## config.mk

```make
export PLATFORM = sky130hd
export DESIGN_NAME = unidad_control
export DESIGN_NICKNAME = d
export VERILOG_FILES = /design/src/rtl/unidad_control.sv
export SDC_FILE = /design/constraint.sdc
export NUM_CORES = 1
export LEC_CHECK = 0
export ABC_AREA = 1
export CORE_AREA = 2 2 39 41
export DETAILED_ROUTE_END_ITERATION = 8
export DIE_AREA = 0 0 41 43
export SYNTH_ARGS = -nofsm -noshare
export SYNTH_HDL_FRONTEND = slang
export SYNTH_SLANG_ARGS = --single-unit
```

## constraint.sdc

```tcl
create_clock -name clk -period 1.3 [get_ports clk]
set_input_delay 0.195 -clock clk [delete_from_list [all_inputs] [get_ports clk]]
set_output_delay 0.195 -clock clk [all_outputs]
set_load 0.02 [all_outputs]
```

## src/rtl/unidad_control.sv

```systemverilog
`default_nettype none
// ============================================================================
// Module   : unidad_control
// Purpose  : Sequencer for the radix-2 Booth multiplier datapath (camino_datos).
// Revision : 1.0
// ============================================================================
module unidad_control #(
    parameter int N = 3
) (
    input  logic clk,
    input  logic reset,
    input  logic inicio,
    input  logic q0,
    input  logic qsub1,
    output logic reset_dp,
    output logic CargaQ,
    output logic CargaM,
    output logic CargaA,
    output logic resta,
    output logic desplaza,
    output logic fin
);

    localparam int CW = (N < 1) ? 1 : $clog2(N + 1);
    localparam logic [CW-1:0] c_last = CW'(N - 1);
    localparam logic [CW-1:0] c_one  = CW'(1);

    typedef enum logic [2:0] {
        S_IDLE  = 3'd0,
        S_CLEAR = 3'd1,
        S_LOAD  = 3'd2,
        S_CHECK = 3'd3,
        S_SHIFT = 3'd4,
        S_DONE  = 3'd5
    } state_t;

    state_t          r_state;
    logic [CW-1:0]   r_cnt;
    logic            r_reset_dp;
    logic            r_carga_q;
    logic            r_carga_m;
    logic            r_desplaza;
    logic            r_fin;
    logic            w_check;

    // Moore strobes are registered alongside the state they belong to, so
    // each one is set on the transition into its state.
    always_ff @(posedge clk) begin
        if (reset) begin
            r_state    <= S_IDLE;
            r_cnt      <= '0;
            r_reset_dp <= 1'b0;
            r_carga_q  <= 1'b0;
            r_carga_m  <= 1'b0;
            r_desplaza <= 1'b0;
            r_fin      <= 1'b0;
        end else begin
            r_reset_dp <= 1'b0;
            r_carga_q  <= 1'b0;
            r_carga_m  <= 1'b0;
            r_desplaza <= 1'b0;
            r_fin      <= 1'b0;
            case (r_state)
                S_IDLE: begin
                    if (inicio) begin
                        r_state    <= S_CLEAR;
                        r_reset_dp <= 1'b1;
                    end
                end
                S_CLEAR: begin
                    r_cnt     <= '0;
                    r_state   <= S_LOAD;
                    r_carga_q <= 1'b1;
                    r_carga_m <= 1'b1;
                end
                S_LOAD: begin
                    r_state <= S_CHECK;
                end
                S_CHECK: begin
                    r_state    <= S_SHIFT;
                    r_desplaza <= 1'b1;
                end
                S_SHIFT: begin
                    r_cnt <= r_cnt + c_one;
                    if (r_cnt == c_last) begin
                        r_state <= S_DONE;
                        r_fin   <= 1'b1;
                    end else begin
                        r_state <= S_CHECK;
                    end
                end
                S_DONE: begin
                    // Holding inicio keeps the result visible; no retrigger.
                    if (inicio) begin
                        r_fin <= 1'b1;
                    end else begin
                        r_state <= S_IDLE;
                    end
                end
                default: begin
                    r_state <= S_IDLE;
                end
            endcase
        end
    end

    // Booth decode is Mealy: it follows the live Q[0]/Q-1 bits during CHECK.
    assign w_check  = (r_state == S_CHECK);
    assign CargaA   = w_check & (q0 ^ qsub1);
    assign resta    = w_check & q0 & ~qsub1;

    assign reset_dp = r_reset_dp;
    assign CargaQ   = r_carga_q;
    assign CargaM   = r_carga_m;
    assign desplaza = r_desplaza;
    assign fin      = r_fin;

endmodule
`default_nettype wire

```

# Word-level counts from Yosys, hierarchy flattened
# Index checks and enable logic that the tools add are counted.
[op_classes]
mux = 10
n_shift = 0
n_reduce_logical = 4
magnitude_cmp = 0
bitwise = 6
eq_ne = 8
addsub = 1
n_mul = 0
div_mod_pow = 0
[op_table]
columns = ["op", "n"]
rows = [
  ["$pmux W3 S6", 1],
  ["$mux W3", 3],
  ["$eq A3 B2 Y1 const B", 2],
  ["$eq A3 B3 Y1 const B", 2],
  ["$mux W1", 4],
  ["$ne A2 B2 Y1 const B", 2],
  ["$pmux W2 S2", 1],
  ["$and A1 B1 Y1", 3],
  ["$eq A3 B1 Y1 const B", 1],
  ["$logic_not A3 Y1", 1],
  ["$add A2 B1 Y2 const B", 1],
  ["$eq A2 B2 Y1 const B", 1],
  ["$not A1 Y1", 2],
  ["$pmux W1 S2", 1],
  ["$reduce_and A2 Y1", 1],
  ["$reduce_bool A2 Y1", 1],
  ["$reduce_or A2 Y1", 1],
  ["$xor A1 B1 Y1", 1],
]
[word_totals]
latchBits = 0
reg_bits = 9
inputBits = 5
wordCells = 35
mem_bits_ro = 0
ram_bits = 0
n_memories = 0

# Logic depth before layout (Yosys ltp)
# Gate-level depths: netlist of run 1.
[logic_depth]
depth_word = 3
ltp_mapped = 6
mapped_depth_nobuf = 6

# Worst setup path before layout of run 1
# OpenSTA, ideal clock, no wires.
[synth_path]
path_type = "register -> output"
startpoint = "reg r_state[2]"
endpoint = "out resta"
path_stages_with_launch = 5
n_path_buf = 1
path_slack_ns = 0.122
t_arrival_ns = 0.983
path_cell_list = "dfxtp_1 -> buf_2 -> inv_2 -> nand3_1 -> nor2_1"
[synth_between]
elab_chain_cells = 3
[synth_rtl]
columns = ["element", "line_no", "rtl"]
rows = [
  ["start: declaration", "37", "state_t r_state;"],
  ["start signal: assignment", "50", "r_state <= S_IDLE;"],
  ["start signal: assignment", "66", "r_state <= S_CLEAR;"],
  ["start signal: assignment", "72", "r_state <= S_LOAD;"],
  ["$eq A3 B2 Y1", "108", "assign w_check = (r_state == S_CHECK);"],
  ["$and A1 B1 Y1 (2 in series)", "110", "assign resta = w_check & q0 & ~qsub1;"],
  ["end: declaration", "19", "output logic resta,"],
]
# No other way between the ends.

# Worst setup path after layout of run 1
[layout_path]
startpoint = "reg r_state[2]"
endpoint = "out CargaA"
[layout_between]
elab_chain_cells = 2
[layout_rtl]
columns = ["element", "line_no", "rtl"]
rows = [
  ["$eq A3 B2 Y1", "108", ""],
  ["$and A1 B1 Y1", "109", "assign CargaA = w_check & (q0 ^ qsub1);"],
  ["end: declaration", "18", "output logic CargaA,"],
]
# No other way between the ends.

==> out/results.txt, run 1 <==
Initial drt markers: 1
Power share of the sequential group: 0.455
Max clock buf depth: 2
Cell taking the most area after synthesis: dfxtp_1
Synthesized area: 410 µm²
Critical path data arrival time: 1.01 ns
Setup crit end kind: output port
Clock transition at path regs: 0.06 ns
Top cells by area, synth: dfxtp_1, nand3_1, inv_1
Worst VDD drop: 0.400 mV
Tmin final: 1.20 ns
Die Y: 43 µm
#FFs+latches synth: 9
Pre-antenna DRT Iters: 2
Net Switching: 183 µW
Num CTS Buffers: 3
Final instance area: 592 µm²
Yosys top cell area share: 0.439
PortBufs: 11
Power Dens Cells: 1110 mW/mm²
Clock Power Share: 0.326
Routed vias: 379
Hold Vio Cnt, Final: 0
# clock sinks: 9
Post-synthesis sequential area ratio: 0.439
DP HPWL: 610 µm
Hold_buf cts: 0
WP data required: 1.11 ns
Antenna violations before repair: 0
Synth warn: 0
Final Total Pwr: 658 µW
Area Overhead vs Synth: 44.2%
Gate Count Post-Synth: 52
H-tree Lvls: 1
Logic pwr share: 0.218
Place WS: -0.585 ns
Total GRT Usage: 0.105
Switching Fraction: 0.279
Placed cell areas: 569 µm²
Global-route wire length before repair: 1280 µm
Max-slew headroom: 0.843
Status: finished clean
Leakage Power: 0.290 nW
Setup CP Type: reg2out
Gpl congestion: 0.809
Total die area: 0.00176 mm²
Core area: 0.00138 mm²
Skew final: 0.00153 ns
# rows: 14
Ant diodes: 0
Worst Tran Pin Value: 0.233 ns
Worst-Skew Late Latency: 0.26 ns
Highest-count cells in the layout ignoring fill and taps: dfxtp_1, buf_4, inv_1, dlygate4sd2_1, nand3_1
Routed Antenna Nets: 0
Vias/cell: 4.36
F_max: 830 MHz
Fin util: 0.428
TritonCTS clock tree: done
Layout cells sized above 1: 0.282
Detailed Route WL: 754 µm
Initial Util: 0.297
Unrepaired setup endpoints after global routing: false
HP Class: reg2reg
Clk root buf: clkbuf_4
Overflow after GRT: 0
Synthesized area per cell: 7.89 µm²
DR DRC count: 0
Top Ports: 12
Die width: 41 µm
Post-synth cell types: 21
Vias in the first global route: 337
DR WL/cell: 8.67 µm
Setup_tns: 0 ns
Largest net degree at the start of global routing: 8
Max Slew Vio Count: 0
Startpoint types: flop
Count of final setup violators: 0
Syn nets: 58
P_int: 474 µW
MaxCap Viol Count: 0
Final nets: 78
Crit Path Max Fanout: 3
Fin crit share: 0.926
Final Worst Setup Slack: 0.0956 ns
[cell usage after synthesis (all sizes together)]
cell / instances
a21oi: 6
buf: 2
clkbuf: 1
dfxtp: 9
ha: 1
inv: 8
nand2: 6
nand3: 7
nand3b: 1
nand4: 1
nor2: 6
nor4: 1
o21ai: 2
or2: 1
[through the flow]
stage	cells	hold slack, ns
floorplan	52	0.335
global placement	82	0.470
detailed placement	82	0.482
CTS	87	0.495
global route	87	0.533
finish	87	0.493
[per-layer routing]
layer	GRT usage	vias to the layer above	share of wire
met3	0.0157	0	0.045
met4	0.0600	0	0
met1	0.146	162	0.48
met2	0.147	8	0.47
li1	-	209	-
met5	0	-	0
[state kept, by name (all words and copies together), names as in the netlist]
signal,flops
desplaza,1
reset_dp,1
r_state,3
CargaM,1
r_cnt,2
fin,1
[cells by family after synthesis]
kind of cell | share of synthesized area
AND/OR/NAND/NOR | 0.302
buffers and inverters | 0.113
flip-flops | 0.439
AO/OA/AOI/OAI | 0.116
adder cells (fa/ha/maj) | 0.0305
[power groups by stage]
stage	combinational [mW]	sequential, mW	clock [mW]
after detailed placement	0.150	0.306	0
after floorplan	0.0718	0.323	0
after CTS	0.145	0.300	0.224
final	0.144	0.300	0.215
after global placement	0.150	0.306	0
after global routing	0.159	0.302	0.237
[timing repair]
| item | in CTS | in global routing |
|---|---|---|
| buffers inserted | 1 | 0 |
| gates resized for setup | 18 | 0 |
| setup endpoints to repair | 7 | 0 |
| endpoints found under the hold margin | 0 | 0 |
[cell type report]
| class | instances | area [µm²] |
|---|---|---|
| Fill cell | 151 | 792 |
| Multi-Input combinational cell | 32 | 186 |
| Sequential cell | 9 | 180 |
| Tap cell | 16 | 20.0 |
| Inverter | 8 | 30.0 |
| Timing Repair Buffer | 18 | 149 |
| Clock buffer | 4 | 26.3 |
[critical path, cell delays in order, from the launching register on]
cell,delay [ns]
dfxtp_1,0.32
inv_2,0.05
nand3_1,0.11
a21oi_2,0.12
buf_4,0.14
[worst paths after layout]
path                            endpoint  cells past startpoint  slack (ns)  startpoint
worst min register to register  r_cnt[1]                      2        0.49    r_cnt[1]
worst max register to register  r_cnt[1]                      4        0.27    r_cnt[0]
worst min-delay path            r_cnt[1]                      2        0.49    r_cnt[1]
worst max-delay path              CargaA                      4         0.1  r_state[2]
No activity file was read; power rests on OpenSTA's default activity.
==> run 2: changes to the inputs <==
CTS_CLUSTER_DIAMETER = 40   (was unset)
clock period = 1.2 ns   (was 1.3 ns; I/O delays follow)
==> run 2 against run 1 <==
- sequential share of layout area down 1.4 points
- non-clock buffer count up 2
- clock skew up 0.00096 ns
- sequential cell count unchanged
==> out/results.txt, run 2 (synthesis results as in run 1) <==
Pre-antenna DRT Iters: 4 (+2)
DR DRC count: 0 (unchanged)
Largest regs: r_state: 3 flops, r_cnt: 2 flops
Max clock buf depth: 2 (unchanged)
Largest net degree at the start of global routing: 8 (unchanged)
PortBufs: 11 (unchanged)
Post-Layout Cell Count: 89 (+2.3%)
DR WL/cell: 8.61 µm (-0.69%)
F_max: 857 MHz
Count of final setup violators: 0 (unchanged)
Reg with most FFs: r_state
Met2 Use GR: 0.141 (-0.00625)
Leakage Power: 0.303 nW (+4.3%)
Max reg flops: 3 (unchanged)
Setup_tns: 0 ns (unchanged)
Critical path data arrival time: 0.99 ns (-0.02 ns)
Skew final: 0.00249 ns (+0.000961 ns)
DP HPWL: 594 µm (-2.5%)
Hold Path Sink: r_cnt[1]
Max-slew headroom: 0.861 (+0.0180)
Reg-to-reg setup timing slack: 0.19 ns (-0.08 ns)
R2R cell count: 5 (+1)
Area Overhead vs Synth: 54.6%
Routed vias: 404 (+6.6%)
Die Y: 43 µm (unchanged)
CP startpoint: r_state[2]
Total GRT Usage: 0.122 (+0.0172)
Final Total Pwr: 725 µW (+10%)
Max Slew Vio Count: 0 (unchanged)
Clock transition at path regs: 0.06 ns (about the same)
Initial Util: 0.297 (unchanged)
Hold Vio Cnt, Final: 0 (unchanged)
Clk root buf: clkbuf_4
Setup crit end kind: output port
Top Ports: 12 (unchanged)
Highest-count cells in the layout ignoring fill and taps: buf_4, inv_1, dlygate4sd2_1
# rows: 14 (unchanged)
Status: finished clean
Met1 GRT Util: 0.159 (+0.0135)
Global-route wire length before repair: 1370 µm (+6.5%)
Worst reg2reg startpoint: r_state[1]
Antenna violations before repair: 0 (unchanged)
Die width: 41 µm (unchanged)
Core area: 0.00138 mm² (unchanged)
Overflow after GRT: 0 (unchanged)
Total die area: 0.00176 mm² (unchanged)
Hold_buf cts: 0 (unchanged)
Startpoint types: flop
Ant diodes: 0 (unchanged)
H-tree Lvls: 1 (unchanged)
Crit Path Max Fanout: 3 (unchanged)
TritonCTS clock tree: done
Vias/cell: 4.54 (+4.2%)
Hold_sp: r_cnt[1]
Placed cell count: 83 (+1.2%)
Num CTS Buffers: 3 (unchanged)
HP Class: reg2reg
Layout cells sized above 1: 0.370 (+0.0882)
Final nets: 80 (+2.6%)
Initial drt markers: 1 (unchanged)
Worst Tran Pin Value: 0.206 ns (-0.0267 ns)
Cell count of the worst hold path: 2 (unchanged)
MaxCap Viol Count: 0 (unchanged)
Unrepaired setup endpoints after global routing: true
Capturing point of the worst reg2reg path: r_state[1]
Tmin final: 1.17 ns
# clock sinks: 9 (unchanged)
Final Worst Setup Slack: 0.0331 ns (-0.0625 ns)
Met3 usage in global routing: 0.0471 (+0.0314)
Gpl congestion: 0.819 (+1.2%)
Routed Antenna Nets: 0 (unchanged)
Worst-Skew Late Latency: 0.26 ns (about the same)
WP data required: 1.02 ns (-0.09 ns)
Place WS: -0.657 ns (-0.0725 ns)
Power Dens Cells: 1140 mW/mm² (+2.9%)
Worst VDD drop: 0.614 mV (+54%)
Detailed Route WL: 766 µm (+1.6%)
Fin crit share: 0.972
Commonest non-fill, non-tap cell in the layout: buf_4
Fin util: 0.458 (+0.0307)
Vias in the first global route: 322 (-4.5%)
Setup CP Type: reg2out
GR peak layer: met1
[run 2: cell count changes in the layout (fill, tap and decap cells not counted), sizes merged]
cell and change:
buf +2
[run 2: how the worst max path moves through the flow]
stage	cells past startpoint	to	slack [ns]
global placement	5	CargaA	-0.65
CTS	3	CargaA	0.02
detailed placement	5	CargaA	-0.66
floorplan	4	resta	0.04
global route	4	CargaA	-0.04
finish	4	CargaA	0.03
[run 2: layout make-up]
class | count | area [µm²]
fill | 131 | 749
multi-input combinational | 32 | 206
sequential | 9 | 184
timing repair buffer | 20 | 168
inverter | 8 | 30.0
clock buffer | 4 | 26.3
tap | 16 | 20.0
[run 2: critical path: stages (launching register included)]
cell and delay [ns]:
dfxtp_2 0.32, inv_2 0.07, nand3_4 0.08, a21oi_2 0.11, buf_4 0.14
[run 2: metal layers]
metal	vias to the layer above	part of all wire
met3	4	0.064
met5	-	0
met1	175	0.47
li1	213	-
met2	12	0.42
met4	0	0.048
[run 2: power by group]
group          total [mW]  leakage [nW]  switching, mW  internal [mW]
registers           0.331        0.0745         0.0117          0.320
clock network       0.228        0.0150          0.100          0.128
logic               0.166         0.213         0.0904         0.0755
total               0.725         0.303          0.203          0.523
[run 2: per-stage QoR]
step                hold slack, ns  cell area [µm²]
floorplan                    0.320              410
global placement             0.464              577
detailed placement           0.472              577
CTS                          0.482              631
global route                 0.515              634
finish                       0.480              634
[run 2: what timing repair did]
action,4_1_cts,5_1_grt
buffers inserted,2,0
endpoints found under the setup margin,7,2
gates resized for setup,23,3
pin swaps,3,0
==> RTL edit: new RTL, settings of run 1 <==
The parameter `N` goes from 3 to 6.
--- a/src/rtl/unidad_control.sv
+++ b/src/rtl/unidad_control.sv
@@ -5,7 +5,7 @@
 // Revision : 1.0
 // ============================================================================
 module unidad_control #(
-    parameter int N = 3
+    parameter int N = 6
 ) (
     input  logic clk,
     input  logic reset,
Check against the original RTL: not equivalent (a bounded check fails within 10 cycles, from zero or initial values and one cycle with reset high).
==> RTL edit against run 1 <==
First-iteration DRC count grew to 5.0 times the old value. Total power is 2.2% higher. Area after synthesis is 16% higher. Wire length is 21% higher. Worst setup slack better by 0.012 ns. Sequential cell count is 1 higher. Cell area is 11% higher. Die area stayed put. Count of clock-buffer cells in the layout is 1 lower. Critical path type unchanged.
==> RTL edit: results (changes against run 1) <==
number of fill cells in the layout = 142 (-6.0%)
met2 Resource Use GR = 17.5% (+2.8 points)
gpl congestion = 0.709 (-12%)
met2 wire length = 409 µm (+15%)
WP data arrival = 1.00 ns
clkbuf count = 3 (-1)
GRT Util Overall = 13.6% (+3.1 points)
Int Pwr = 490 µW (+3.3%)
post-synthesis share of cell area spent on full adders, half adders and majority gates = 5.28% (+2.2 points)
share of post-route cells with drive strength above 1 = 24.1% (-4.1 points)
Max transition margin = 85.5% (+1.1 points)
FF+latch count = 10 (+1)
Longest Clk Path Bufs = 2 (unchanged)
Top Registers = r_cnt x3, r_state x3
Final setup violation count = 0 (unchanged)
worst reg-to-reg setup slack = 0.24 ns (-0.03 ns)
compound-gate portion of the synthesized area = 11.1% (-0.50 points)
Post-CTS Resized = 19 (+1)
met1 wire length = 461 µm (+27%)
sequential power share = 49.3% (+3.8 points)
area of the multi-input gates = 225 µm² (+21%)
peak supply drop = 0.000411 V (+2.8%)
synth top area cells = dfxtp_1, inv_1, nand2_1
top cells by count, synth = inv_1, dfxtp_1, nand2_1, nand3_1
Post-CTS Setup Inserts = 0 (-1)
sequential share of the synthesized area = 42.2% (-1.7 points)
met1 global-route usage = 18.7% (+4.1 points)
top sig layer = met4
fraction of area in registers = 30.4% (about the same)
GR Layer Usage met3 = 3.14% (+1.6 points)
syn nets = 72 (+24%)
1st-iter DRT viols = 5 (+4)
nonclk inv count = 13 (+5)
synth unique cells = 18 (-14%)
Final Skew = 0.00677 ns (+0.00524 ns)
number of global-route vias before repair = 392 (+16%)
PortBufs = 11 (unchanged)
DRT Pass-1 Iters = 4 (+2)
Crit Reg-Reg Startpoint = r_state[1]
leakage power = 0.342 nW (+18%)
largest net degree at the start of global routing = 7 (-1)
worst reg2reg path depth = 6 (+2)
met3 WL = 28 µm (-18%)
DR WL/cell = 9.24 µm (+6.6%)
first-pass GRT wire length = 1580 µm (+23%)
multi-input gates = 40 (+25%)
Non-CTS buffers = 17 (-1)
Signal buf overhead = 21.5% (-3.7 points)
vias per cell = 4.42 (+1.6%)
status = complete, no violations
# nets final = 92 (+18%)
DP HPWL = 719 µm (+18%)
Comb. pwr = 139 µW (-3%)
clk tree area frac = 3.42% (-1.0 points)
[RTL edit: how the worst max path moves through the flow]
stage	start	to	slack (ns)	cells after the start
floorplan	r_state[2]	CargaA	0.16	3
global placement	q0	CargaA	-0.59	5
detailed placement	q0	CargaA	-0.61	5
CTS	r_state[2]	CargaA	0.04	4
global route	r_state[2]	CargaA	0.03	4
finish	r_state[2]	CargaA	0.11	4
[RTL edit: critical path, cell delays in order, from the launching register on]
cell and delay (ns):
dfxtp_1 0.31, inv_1 0.08, nand3_2 0.10, a21oi_2 0.12, buf_4 0.15
[RTL edit: through the flow]
stage	worst slack [ns]	hold slack (ns)	total power [mW]	instance area, µm²	instances
2_1_floorplan	0.164	0.335	0.419	474	65
3_3_place_gp	-0.587	0.497	0.481	638	96
3_5_place_dp	-0.607	0.507	0.482	638	96
4_1_cts	0.0444	0.512	0.680	653	99
5_1_grt	0.0319	0.530	0.717	658	99
6_report	0.108	0.515	0.672	658	99
